**src/rtl/decode_issue_buffer_pkg.sv**
```systemverilog
// Shared pipeline types for the decode-to-execute issue buffer.
// Holds the default widths, the entry record and the all-zero NOP entry.
package decode_issue_buffer_pkg;

  localparam int unsigned DATA_WIDTH_DEF     = 32;
  localparam int unsigned REG_ADDR_WIDTH_DEF = 5;
  localparam int unsigned CTRL_WIDTH_DEF     = 16;
  localparam int unsigned DEPTH_DEF          = 2;

  // One decoded instruction as it waits for the execute stage (default widths).
  typedef struct packed {
    logic [DATA_WIDTH_DEF-1:0]     pc;
    logic [REG_ADDR_WIDTH_DEF-1:0] rs1Addr;
    logic [REG_ADDR_WIDTH_DEF-1:0] rs2Addr;
    logic [DATA_WIDTH_DEF-1:0]     rs1Data;
    logic [DATA_WIDTH_DEF-1:0]     rs2Data;
    logic [DATA_WIDTH_DEF-1:0]     imm;
    logic                          rdWen;
    logic [REG_ADDR_WIDTH_DEF-1:0] rdAddr;
    logic [CTRL_WIDTH_DEF-1:0]     ctrl;
    logic                          isHalt;
  } issue_entry_t;

  // Bubble presented downstream whenever the queue is empty.
  localparam issue_entry_t ISSUE_NOP = '0;

endpackage

```
**src/rtl/decode_issue_buffer_operand_bypass.sv**
```systemverilog
// Writeback snoop for one operand: returns wbData when the writeback port
// targets the given (nonzero) register, otherwise the supplied data.
// Ports:
//   wbWen/wbAddr/wbData  writeback port (wbWen may be pre-qualified by caller)
//   rsAddr/rsData        operand address and its current data
//   bypassData_c         selected operand data (combinational)
module decode_issue_buffer_operand_bypass #(
  parameter int unsigned DATA_WIDTH     = 32,
  parameter int unsigned REG_ADDR_WIDTH = 5
) (
  input  logic                      wbWen,
  input  logic [REG_ADDR_WIDTH-1:0] wbAddr,
  input  logic [DATA_WIDTH-1:0]     wbData,
  input  logic [REG_ADDR_WIDTH-1:0] rsAddr,
  input  logic [DATA_WIDTH-1:0]     rsData,
  output logic [DATA_WIDTH-1:0]     bypassData_c
);

  // Register 0 is hard-wired to zero, so writes to it never forward.
  always_comb begin
    bypassData_c = rsData;
    if (wbWen && (wbAddr == rsAddr) && (wbAddr != '0)) begin
      bypassData_c = wbData;
    end
  end

endmodule

```
**src/rtl/decode_issue_buffer.sv**
```systemverilog
// Decode-to-execute issue buffer: DEPTH-entry in-order queue with valid/ready
// on both sides. Queued operands are kept current by snooping writeback.
// Ports:
//   clk, rst            clock, async active-high reset
//   in_*                decoded instruction offered (valid/ready)
//   flush               discard all queued entries, clear halted
//   wb_*                writeback port snooped for operand forwarding
//   out_*               head entry (valid/ready); all-zero NOP when empty
//   count, halted       occupancy and halt-accepted flag
module decode_issue_buffer
  import decode_issue_buffer_pkg::*;
#(
  parameter int unsigned DATA_WIDTH     = DATA_WIDTH_DEF,
  parameter int unsigned REG_ADDR_WIDTH = REG_ADDR_WIDTH_DEF,
  parameter int unsigned CTRL_WIDTH     = CTRL_WIDTH_DEF,
  parameter int unsigned DEPTH          = DEPTH_DEF
) (
  input  logic                           clk,
  input  logic                           rst,
  input  logic                           in_valid,
  output logic                           in_ready,
  input  logic [DATA_WIDTH-1:0]          in_pc,
  input  logic [REG_ADDR_WIDTH-1:0]      in_rs1_addr,
  input  logic [REG_ADDR_WIDTH-1:0]      in_rs2_addr,
  input  logic [DATA_WIDTH-1:0]          in_rs1_data,
  input  logic [DATA_WIDTH-1:0]          in_rs2_data,
  input  logic [DATA_WIDTH-1:0]          in_imm,
  input  logic                           in_rd_wen,
  input  logic [REG_ADDR_WIDTH-1:0]      in_rd_addr,
  input  logic [CTRL_WIDTH-1:0]          in_ctrl,
  input  logic                           in_is_halt,
  input  logic                           flush,
  input  logic                           wb_wen,
  input  logic [REG_ADDR_WIDTH-1:0]      wb_addr,
  input  logic [DATA_WIDTH-1:0]          wb_data,
  output logic                           out_valid,
  input  logic                           out_ready,
  output logic [DATA_WIDTH-1:0]          out_pc,
  output logic [DATA_WIDTH-1:0]          out_rs1_data,
  output logic [DATA_WIDTH-1:0]          out_rs2_data,
  output logic [DATA_WIDTH-1:0]          out_imm,
  output logic                           out_rd_wen,
  output logic [REG_ADDR_WIDTH-1:0]      out_rd_addr,
  output logic [CTRL_WIDTH-1:0]          out_ctrl,
  output logic                           out_is_halt,
  output logic [$clog2(DEPTH+1)-1:0]     count,
  output logic                           halted
);

  localparam int unsigned PtrW = $clog2(DEPTH);
  localparam int unsigned CntW = $clog2(DEPTH + 1);

  typedef struct packed {
    logic [DATA_WIDTH-1:0]     pc;
    logic [REG_ADDR_WIDTH-1:0] rs1Addr;
    logic [REG_ADDR_WIDTH-1:0] rs2Addr;
    logic [DATA_WIDTH-1:0]     rs1Data;
    logic [DATA_WIDTH-1:0]     rs2Data;
    logic [DATA_WIDTH-1:0]     imm;
    logic                      rdWen;
    logic [REG_ADDR_WIDTH-1:0] rdAddr;
    logic [CTRL_WIDTH-1:0]     ctrl;
    logic                      isHalt;
  } entry_t;

  entry_t                entryMem [DEPTH];
  logic [DEPTH-1:0]      entryValid;
  logic [PtrW-1:0]       rdPtr;
  logic [PtrW-1:0]       wrPtr;
  logic                  enq;
  logic                  deq;
  entry_t                newEntry;
  logic [DATA_WIDTH-1:0] inRs1Byp;
  logic [DATA_WIDTH-1:0] inRs2Byp;
  logic [DATA_WIDTH-1:0] resRs1Byp [DEPTH];
  logic [DATA_WIDTH-1:0] resRs2Byp [DEPTH];

  // Handshakes; flush blocks both sides in its cycle.
  assign in_ready  = (count != CntW'(DEPTH)) && !halted && !flush;
  assign out_valid = (count != '0);
  assign enq       = in_valid && in_ready;
  assign deq       = out_valid && out_ready && !flush;

  // Forwarding into the incoming operands.
  decode_issue_buffer_operand_bypass #(
    .DATA_WIDTH    (DATA_WIDTH),
    .REG_ADDR_WIDTH(REG_ADDR_WIDTH)
  ) uInRs1Byp (
    .wbWen       (wb_wen),
    .wbAddr      (wb_addr),
    .wbData      (wb_data),
    .rsAddr      (in_rs1_addr),
    .rsData      (in_rs1_data),
    .bypassData_c(inRs1Byp)
  );

  decode_issue_buffer_operand_bypass #(
    .DATA_WIDTH    (DATA_WIDTH),
    .REG_ADDR_WIDTH(REG_ADDR_WIDTH)
  ) uInRs2Byp (
    .wbWen       (wb_wen),
    .wbAddr      (wb_addr),
    .wbData      (wb_data),
    .rsAddr      (in_rs2_addr),
    .rsData      (in_rs2_data),
    .bypassData_c(inRs2Byp)
  );

  // Forwarding into every resident entry, rs1 and rs2 independently.
  for (genvar i = 0; i < int'(DEPTH); i++) begin : gResident
    decode_issue_buffer_operand_bypass #(
      .DATA_WIDTH    (DATA_WIDTH),
      .REG_ADDR_WIDTH(REG_ADDR_WIDTH)
    ) uRs1Byp (
      .wbWen       (wb_wen && entryValid[i]),
      .wbAddr      (wb_addr),
      .wbData      (wb_data),
      .rsAddr      (entryMem[i].rs1Addr),
      .rsData      (entryMem[i].rs1Data),
      .bypassData_c(resRs1Byp[i])
    );

    decode_issue_buffer_operand_bypass #(
      .DATA_WIDTH    (DATA_WIDTH),
      .REG_ADDR_WIDTH(REG_ADDR_WIDTH)
    ) uRs2Byp (
      .wbWen       (wb_wen && entryValid[i]),
      .wbAddr      (wb_addr),
      .wbData      (wb_data),
      .rsAddr      (entryMem[i].rs2Addr),
      .rsData      (entryMem[i].rs2Data),
      .bypassData_c(resRs2Byp[i])
    );
  end

  // Incoming record with its operands already forwarded.
  always_comb begin
    newEntry         = '0;
    newEntry.pc      = in_pc;
    newEntry.rs1Addr = in_rs1_addr;
    newEntry.rs2Addr = in_rs2_addr;
    newEntry.rs1Data = inRs1Byp;
    newEntry.rs2Data = inRs2Byp;
    newEntry.imm     = in_imm;
    newEntry.rdWen   = in_rd_wen;
    newEntry.rdAddr  = in_rd_addr;
    newEntry.ctrl    = in_ctrl;
    newEntry.isHalt  = in_is_halt;
  end

  // Entry storage; payload needs no reset since out_* is gated by out_valid.
  always_ff @(posedge clk) begin
    for (int i = 0; i < int'(DEPTH); i++) begin
      if (enq && (wrPtr == PtrW'(i))) begin
        entryMem[i] <= newEntry;
      end else begin
        entryMem[i].rs1Data <= resRs1Byp[i];
        entryMem[i].rs2Data <= resRs2Byp[i];
      end
    end
  end

  // Pointers, occupancy, valid bits and halt flag.
  always_ff @(posedge clk or posedge rst) begin
    if (rst) begin
      rdPtr      <= '0;
      wrPtr      <= '0;
      count      <= '0;
      entryValid <= '0;
      halted     <= 1'b0;
    end else if (flush) begin
      rdPtr      <= '0;
      wrPtr      <= '0;
      count      <= '0;
      entryValid <= '0;
      halted     <= 1'b0;
    end else begin
      if (enq) begin
        wrPtr             <= wrPtr + PtrW'(1);
        entryValid[wrPtr] <= 1'b1;
        if (in_is_halt) begin
          halted <= 1'b1;
        end
      end
      if (deq) begin
        rdPtr             <= rdPtr + PtrW'(1);
        entryValid[rdPtr] <= 1'b0;
      end
      case ({enq, deq})
        2'b10:   count <= count + CntW'(1);
        2'b01:   count <= count - CntW'(1);
        default: count <= count;
      endcase
    end
  end

  // Head entry presented combinationally; NOP when empty.
  always_comb begin
    out_pc       = '0;
    out_rs1_data = '0;
    out_rs2_data = '0;
    out_imm      = '0;
    out_rd_wen   = 1'b0;
    out_rd_addr  = '0;
    out_ctrl     = '0;
    out_is_halt  = 1'b0;
    if (out_valid) begin
      out_pc       = entryMem[rdPtr].pc;
      out_rs1_data = entryMem[rdPtr].rs1Data;
      out_rs2_data = entryMem[rdPtr].rs2Data;
      out_imm      = entryMem[rdPtr].imm;
      out_rd_wen   = entryMem[rdPtr].rdWen;
      out_rd_addr  = entryMem[rdPtr].rdAddr;
      out_ctrl     = entryMem[rdPtr].ctrl;
      out_is_halt  = entryMem[rdPtr].isHalt;
    end
  end

endmodule

```
**config.mk**
```make
export PLATFORM = sky130hd
export DESIGN_NAME = decode_issue_buffer
export DESIGN_NICKNAME = d
export VERILOG_FILES = /design/src/rtl/decode_issue_buffer_pkg.sv /design/src/rtl/decode_issue_buffer_operand_bypass.sv /design/src/rtl/decode_issue_buffer.sv
export SDC_FILE = /design/constraint.sdc
export NUM_CORES = 1
export LEC_CHECK = 0
export ABC_CLOCK_PERIOD_IN_PS = 11200
export CAP_MARGIN = 20
export CORE_ASPECT_RATIO = 2
export CORE_MARGIN = 2
export CORE_UTILIZATION = 50
export CTS_CLUSTER_SIZE = 28
export DETAILED_ROUTE_END_ITERATION = 8
export GPL_TIMING_DRIVEN = 0
export PLACE_DENSITY = 0.81
export SYNTH_ARGS = -nofsm -noshare
export SYNTH_HDL_FRONTEND = slang
export SYNTH_SLANG_ARGS = --single-unit
```
**constraint.sdc**
```tcl
create_clock -name clk -period 11.2 [get_ports clk]
set_input_delay 1.68 -clock clk [delete_from_list [all_inputs] [get_ports clk]]
set_output_delay 1.68 -clock clk [all_outputs]
set_load 0.005 [all_outputs]
```
-- Word-level counts from Yosys, hierarchy flattened
Memory sizes are Yosys's and may differ from the RTL's.
Index checks and enable logic that the tools add are counted.
- add/sub/neg operators: 4
- $mul: 0
- div/mod/pow operators: 0
- magnitude comparators: 4
- eq/ne operators: 9
- shift operators: 0
- mux-type cells: 41
- bitwise operators: 8
- reduce and logical (&&, ||, !) cells: 32
- operator list (operator ; count):
    2-to-1 mux 32 bit ; 14
    == test 5 bit ; 6
    logical AND 1 bit ; 23
    2-to-1 mux 1 bit ; 17
    2-to-1 mux 16 bit ; 1
    2-to-1 mux 2 bit ; 5
    nonzero test 2 bit ; 4
    2-to-1 mux 5 bit ; 1
    nonzero test 5 bit ; 1
    < comparator 1 x 2 -> 1 bit, second input constant ; 2
    OR 1 bit ; 4
    case mux 2 bit (2 select lines) ; 1
    nonzero test 3 bit ; 1
    adder 1 bit, second input constant ; 2
    adder 2 x 1 -> 2 bit, second input constant ; 1
    bitwise AND 2 bit ; 1
    demux 1 bit (select 1 bit) ; 2
    == test 2 x 1 -> 1 bit, second input constant ; 1
    == test 2 bit, second input constant ; 1
    >= comparator 1 bit, second input constant ; 2
    zero test 1 bit ; 2
    != test 2 bit, second input constant ; 1
    NOT 2 bit ; 1
    OR 2 bit ; 1
    other kinds (3) ; 3
- flip-flop bits (word level): 7
- latch bits: 0
- bits in writable memories: 322
- ROM bits: 0
- input port bits: 204
- output and inout bits: 156
- word-level logic and storage cells: 104
- memories: 1
- memories (memory ; words ; width ; read ports ; clocked after Yosys merged registers in ; wr ports ; line ; text):
    entryMem ; 2 ; 161 ; 3 ; 0 ; 2 ; decode_issue_buffer.sv:66 ; entry_t entryMem [DEPTH];

-- Logic depth before layout (Yosys ltp)
Gate-level depths: netlist (run 1).
- word-level depth: 10
- depth in mapped cells: 6
- gate-level depth less buffers: 5

-- Hierarchy
Synthesis (run 1) repeated with hierarchy kept, for this count alone.
- cells, all modules: 1111
- area, all modules: 16356.9 sq um
- by module, submodules not included (module ; times used ; cells each ; area an instance (sq um) ; sequential area each (sq um)):
    decode_issue_buffer ; 1 ; 841 ; 12791.0 ; 8563.2
    decode_issue_buffer_operand_bypass ; 6 ; 45 ; 594.3 ; 0.0

-- Least setup slack after synthesis (run 1)
OpenSTA, ideal clock, no wires.
- kind: input to register
- from: input wb_addr[2]
- to: memory entryMem[0][100] in the netlist's numbering (enable)
- library setup time: 0.511 ns
- data arrival time: 5.685 ns
- data required time: 10.689 ns
- path slack: 5.004 ns
- stages on the path: 5
- path buffers: 1
- path through: buf_2 or4_4 o21a_4 nand2_1 o41ai_1
- RTL lines (what ; line ; text):
    from (decl) ; decode_issue_buffer.sv:34 ; input logic [REG_ADDR_WIDTH-1:0] wb_addr,
    to (decl) ; decode_issue_buffer.sv:66 ;

-- Worst setup path in the final report (run 1)
- from: register count[0]
- to: output out_rs2_data[30]
- word-level cells in the longest chain between the ends: 2
- RTL lines (what ; line ; text):
    from (decl) ; decode_issue_buffer.sv:46 ; output logic [$clog2(DEPTH+1)-1:0] count,
    from (signal assigned) ; decode_issue_buffer.sv:190 ; 2'b10: count <= count + CntW'(1);
    from (signal assigned) ; decode_issue_buffer.sv:191 ; 2'b01: count <= count - CntW'(1);
    from (signal assigned) ; decode_issue_buffer.sv:192 ; default: count <= count;
    nonzero test 2 bit ; decode_issue_buffer.sv:80 ; assign out_valid = (count != '0);
    2-to-1 mux 32 bit ; decode_issue_buffer.sv:207 ; if (out_valid) begin
    to (decl) ; decode_issue_buffer.sv:40 ; output logic [DATA_WIDTH-1:0] out_rs2_data,
Every way passes these cells.

==> run metrics, run 1 <==
EDFF count, synth=between 300 and 400; gr ovfl total=0; Warnings, synthesis=0; Final Wtd Congestion=0.8371; Die H=245.7 µm; Area Growth Syn to Fin=35.70%; Final min period=5.384 ns; Peak VDD IR=roughly 0.00012 V; #FFs+latches synth=329; setup TNS=0 ns; cts hold-fix bufs=0; Sequential Power Share=0.495; Final period util=0.4807; clock power share=0.350; hpwl dp=about 28 mm; Fmax=185.7 MHz; RSZ-0062 raised after global routing=no; most frequent cells in the layout=clkdlybuf4s50_1 (353), edfxtp_1 (322), nor2_1 (159), mux2i_1 (151), mux2_4 (80); Final Slew Violations=0; overall routing resource usage=0.2387; Min-Delay Path Class=reg2reg; Synth Instances=894; CTS tree=yes; net count reported at finish=1504; post-placement cell count=around 1600; die footprint=just over 30000 µm²; # setup viols final=0; status=finished clean; Post-synth top flop=edfxtp_1; Arr. time, crit path=~3.7 ns; Leak=6.725 nW; Worst Setup Slack, final=5.816 ns; post-place setup slack=6.338 ns; initial DRC count=between 500 and 600; Gate power share=0.154; final core occ=0.6871; Finished Layout Cells=1689; Post-Syn Nets=1098; largest net degree at the start of global routing=64; most common cell after layout, fill and taps aside=clkdlybuf4s50_1; Post-Syn Area=around 15000 µm²; initial antenna violation count=10; Max-slew headroom=0.2926; Top-Level Pins=360; Post-CTS Setup Inserts=0; max cap viols=0; post-route cell area=roughly 20000 µm²; CTS Buf Count=29; Layout Skew=0.01041 ns; die width=124.9 µm; Initial Utilization=0.5063; vias per cell=5.323; final hold vios=0; Rows=88; final WL=~38 mm; DRT Pass-1 Iters=4; vias in the first global route=9727; Core Area=28850 µm²; Worst-Margin Slew=approximately 1.1 ns; critical path fanouts, max=10; CTS Buffer Depth=3; post-synthesis sequential area ratio=0.6740; CTS root buf=clkbuf_16; Port Buffers=between 300 and 400; htree depth=1; DRT antenna net count=0; Power Density=145.6 nW/µm²; Net Switching=656.7 µW; Crit. End Element=output pin; Post-DP Area=18840 µm²; Critical Path Source Type=register; WL/cell=~22 µm; crit path kind=reg2out; clock insertion delay at the later pin of the skew report=between 0.5 and 0.6 ns; Worst-path clk slew=about 0.07 ns; Syn Area/Cell=16.34 µm²; first-pass GRT wire length=55.48 mm; post_cts resized=0; residual DRC count=0; share of cells above drive strength 1=0.1643; fraction of registers with async set/reset=0.02128; Net Sw Frac=0.2275; Int Power=2.230 mW; CTS Sinks=329; post-synth cell types=32; via count=8990; CP Data Required Time=roughly 9.5 ns
==> flip-flops by register name (all words and copies together) (netlist names) <==
signal,cells
count,2
entryMem,322
entryValid,2
halted,1
rdPtr,1
wrPtr,1
==> power groups by stage <==
stage / clock [mW] / combinational (mW) / sequential, mW
CTS: 1.03 / 0.451 / 1.43
global placement: 0 / 0.426 / 1.46
detailed placement: 0 / 0.447 / 1.46
global route: 1.07 / 0.475 / 1.43
floorplan: 0 / 0.208 / 1.46
finish: 1.01 / 0.446 / 1.43
==> metrics by stage <==
stage,power (mW),hold WS (ns)
finish,2.887,0.5330
global route,2.975,0.5571
CTS,2.908,0.5334
detailed placement,1.904,0.4861
global placement,1.889,0.4810
floorplan,1.666,0.4640
==> Yosys cell counts, drive strengths merged, types with 3 or more instances <==
master,n,area share
edfxtp,322,0.66
nor2,159,0.041
mux2i,151,0.10
mux2,128,0.12
buf,30,0.015
clkbuf,21,0.0054
xor2,19,0.011
xnor2,12,0.0072
a31oi,7,0.0071
dfrtp,7,0.012
inv,6,0.0015
nand2,4,0.0010
nand3,4,0.0014
o41ai,4,0.0024
a21oi,3,0.0010
nor3,3,0.0010
==> worst paths after layout <==
kind                                         startpoint                        end  slack (ns)  cells after the start
worst min-delay path            entryValid[1]$_DFF_PP0_    entryValid[1]$_DFF_PP0_        0.53                      1
worst max register to register     count[0]$_DFFE_PP0P_  entryMem[0][19]$_DFFE_PP_        8.70                      4
max in group asynchronous                           rst          rdPtr$_DFFE_PP0P_        9.61                      2
worst max-delay path               count[0]$_DFFE_PP0P_           out_rs2_data[30]        5.82                      5
worst min register to register  entryValid[1]$_DFF_PP0_    entryValid[1]$_DFF_PP0_        0.53                      1
min in group asynchronous                           rst       count[0]$_DFFE_PP0P_        1.36                      2
==> logic make-up after synthesis <==
family / Yosys count / synth area share
multiplexers: 279 / 0.2227
buffers and inverters: 57 / 0.02227
flip-flops: 329 / 0.6740
AND/OR/NAND/NOR: 179 / 0.04891
XOR/XNOR: 31 / 0.01859
AO/OA/AOI/OAI: 19 / 0.01353
==> layer usage <==
| layer | part of all wire | track usage | vias to the layer above |
|---|---|---|---|
| li1 | - | - | 4159 |
| met1 | 0.32 | 0.2323 | 4413 |
| met2 | 0.58 | 0.4709 | 313 |
| met3 | 0.048 | 0.04091 | 101 |
| met4 | 0.054 | 0.1258 | 4 |
| met5 | 0.00088 | 0 | - |
==> worst max-delay path, stage by stage (launching register included) <==
cell	delay (ns)
dfrtp_1	0.44
nor2_1	0.82
clkbuf_1	0.71
clkbuf_1	0.53
nor2_1	0.10
clkdlybuf4s50_1	0.53
==> final cells by class <==
class	count	area, µm²
sequential	329	9844
fill	1995	9026
multi-input combinational	508	4467
timing repair buffer	375	3746
clock buffer	33	740.7
tap	360	450.4
buffer	51	302.8
clock inverter	19	222.7
inverter	6	27.53
antenna	8	20.02
Power figures use the tool's default switching activity.
==> run 2: changes to the inputs <==
Settings changed: ABC_CLOCK_PERIOD_IN_PS 11200 to 4400, CORE_UTILIZATION 50 to 45, PLACE_DENSITY 0.81 to 0.77.
Clock period 11.2 ns to 4.4 ns, I/O delays scaled along.
==> run metrics, run 2 (same netlist as run 1, synthesis figures left out) <==
overall routing resource usage=0.2166 (-0.02218); Peak VDD IR=0.0002691 V (+120%); CP max stage delay=0.81 ns (about the same); net count reported at finish=1504 (unchanged); DRT Pass-1 Iters=4 (unchanged); Leak=6.705 nW (-0.30%); Core Area=32120 µm² (+11%); vias in the first global route=9608 (-1.2%); initial antenna violation count=6 (-4); CTS Sinks=329 (unchanged); Critical Path Source Type=register; setup TNS=0 ns (unchanged); CP Cell Sequence=nor2_2 > clkbuf_1 > clkbuf_1 > nor2_1 > clkdlybuf4s50_1; Power Density=361.1 nW/µm² (+150%); slowest stage cell on the critical path=clkbuf_1; Post-CTS Setup Inserts=0 (unchanged); WL/cell=21.59 µm (-3.1%); Post-DP Area=18920 µm² (+0.44%); CTS root buf=clkbuf_16; Max-slew headroom=0.3321 (+0.03954); post-route cell area=19810 µm² (about the same); post-placement cell count=1696 (+4.1%); global-route met3 utilization=0.03756 (-0.003346); final WL=37.85 mm (+0.55%); Rows=93 (+5.7%); most common cell after layout, fill and taps aside=clkdlybuf4s50_1; post_cts resized=1 (+1); critical path fanouts, max=10 (unchanged); largest net degree at the start of global routing=64 (unchanged); max cap viols=0 (unchanged); cts hold-fix bufs=0 (unchanged); final hold vios=0 (unchanged); Top-Level Pins=360 (unchanged); Die H=258.8 µm (+5.3%); Final Wtd Congestion=0.8015 (-4.3%); Tot Pwr=7.153 mW (+150%); Arr. time, crit path=3.48 ns (-0.22 ns); CTS tree=yes; crit path kind=reg2out; Final min period=about 4.1 ns; Layout Skew=0.01131 ns (+0.0008962 ns); CTS Buf Count=29 (unchanged); hpwl dp=28.54 mm (+1.7%); first-pass GRT wire length=55.67 mm (+0.35%); cell repeated most along the worst path=clkbuf_1; Initial Utilization=0.4548 (-0.05152); Worst-Margin Slew=1.002 ns (-0.05540 ns); via count=8895 (-1.1%); Finished Layout Cells=1753 (+3.8%); most frequent cells in the layout=clkdlybuf4s50_1 (353), edfxtp_1 (322), nor2_1 (158), mux2i_1 (151), mux2_4 (80); Final period util=0.9411; initial DRC count=454 (-23%); DRT antenna net count=0 (unchanged); CP Data Required Time=3.74 ns (-5.78 ns); Min-Delay Path Class=in2async; CTS Buffer Depth=3 (unchanged); gr ovfl total=0 (unchanged); share of cells above drive strength 1=0.1650 (+0.0007570); die width=131.4 µm (+5.2%); # setup viols final=0 (unchanged); die footprint=34000 µm² (+11%); Worst path top cell family by delay=buffers and inverters; max reg flops=322 (unchanged); met1 GRT Util=0.2050 (-0.02728); status=finished clean; Fmax=241.5 MHz; grt peak-use layer=met2; vias per cell=5.074 (-4.7%); GR Util met2=0.4444 (-0.02647); clock insertion delay at the later pin of the skew report=0.55 ns (about the same); Port Buffers=353 (unchanged); Crit. End Element=output pin; Final Slew Violations=0 (unchanged); RSZ-0062 raised after global routing=no; largest registers=entryMem (322), count (2), entryValid (2); CP Buf/Inv Count=3 (unchanged); Reg with most FFs=entryMem; htree depth=1 (unchanged); Area Growth Syn to Fin=35.60% (about the same); residual DRC count=0 (unchanged); Worst-path clk slew=0.07 ns (about the same)
## run 2: cell types whose count changed in the layout (fill, tap and decap cells not counted), moves of 2 or more
| cell | delta |
|---|---|
| bufinv_16 | -3 |
| clkinv_2 | +7 |
| clkinv_4 | -2 |
| clkinvlp_4 | -3 |
| diode_2 | -3 |
| inv_6 | +2 |
## run 2: final timing paths
| check | slack [ns] | cells after the start | start | end |
|---|---|---|---|---|
| worst max-delay path | 0.26 | 5 | count[0]$_DFFE_PP0P_ | out_rs2_data[17] |
| worst min-delay path | 0.35 | 2 | rst | count[0]$_DFFE_PP0P_ |
| worst max register to register | 1.69 | 7 | count[0]$_DFFE_PP0P_ | entryMem[0][74]$_DFFE_PP_ |
| max in group asynchronous | 3.82 | 2 | rst | entryValid[1]$_DFF_PP0_ |
| min in group clk | 0.48 | 2 | flush | count[1]$_DFFE_PP0P_ |
| worst min register to register | 0.51 | 1 | entryValid[1]$_DFF_PP0_ | entryValid[1]$_DFF_PP0_ |
## run 2: power by group
part	total (mW)	switching [mW]	internal (mW)
clock network	2.38	1.11	1.27
logic	1.13	0.514	0.620
registers	3.64	0.0333	3.60
## run 2: routing by layer
layer / wire [µm] / vias up
met4: 1550 / 2
met3: 1890 / 84
met2: 22160 / 289
li1: - / 4157
met5: 12 / -
met1: 12240 / 4363
## run 2: layout make-up
cell class / count / area [µm²]
Sequential cell: 329 / 9844
Fill cell: 2490 / 12310
Multi-Input combinational cell: 508 / 4469
Tap cell: 427 / 534.3
Timing Repair Buffer: 375 / 3746
Inverter: 6 / 27.53
Buffer: 51 / 302.8
Antenna cell: 5 / 12.51
Clock buffer: 32 / 737.0
Clock inverter: 20 / 132.6
## run 2: metrics by stage
stage          utilization  setup slack [ns]  hold WS, ns
3_3_place_gp        0.5815            -4.047       0.4913
6_report            0.6167            0.2590       0.3463
3_5_place_dp        0.5892            0.4343       0.5001
4_1_cts             0.6163            0.1293       0.3151
5_1_grt             0.6167           0.07170       0.3890
2_1_floorplan            -           -0.7760       0.4634
## run 2: worst register-to-register path, cell delays in order (launching register included)
cell and delay [ns]:
dfrtp_1 0.46, nand2b_1 0.18, nand4_1 0.51, o41ai_2 0.39, buf_4 0.29, buf_4 0.19
buf_4 0.18, buf_4 0.20
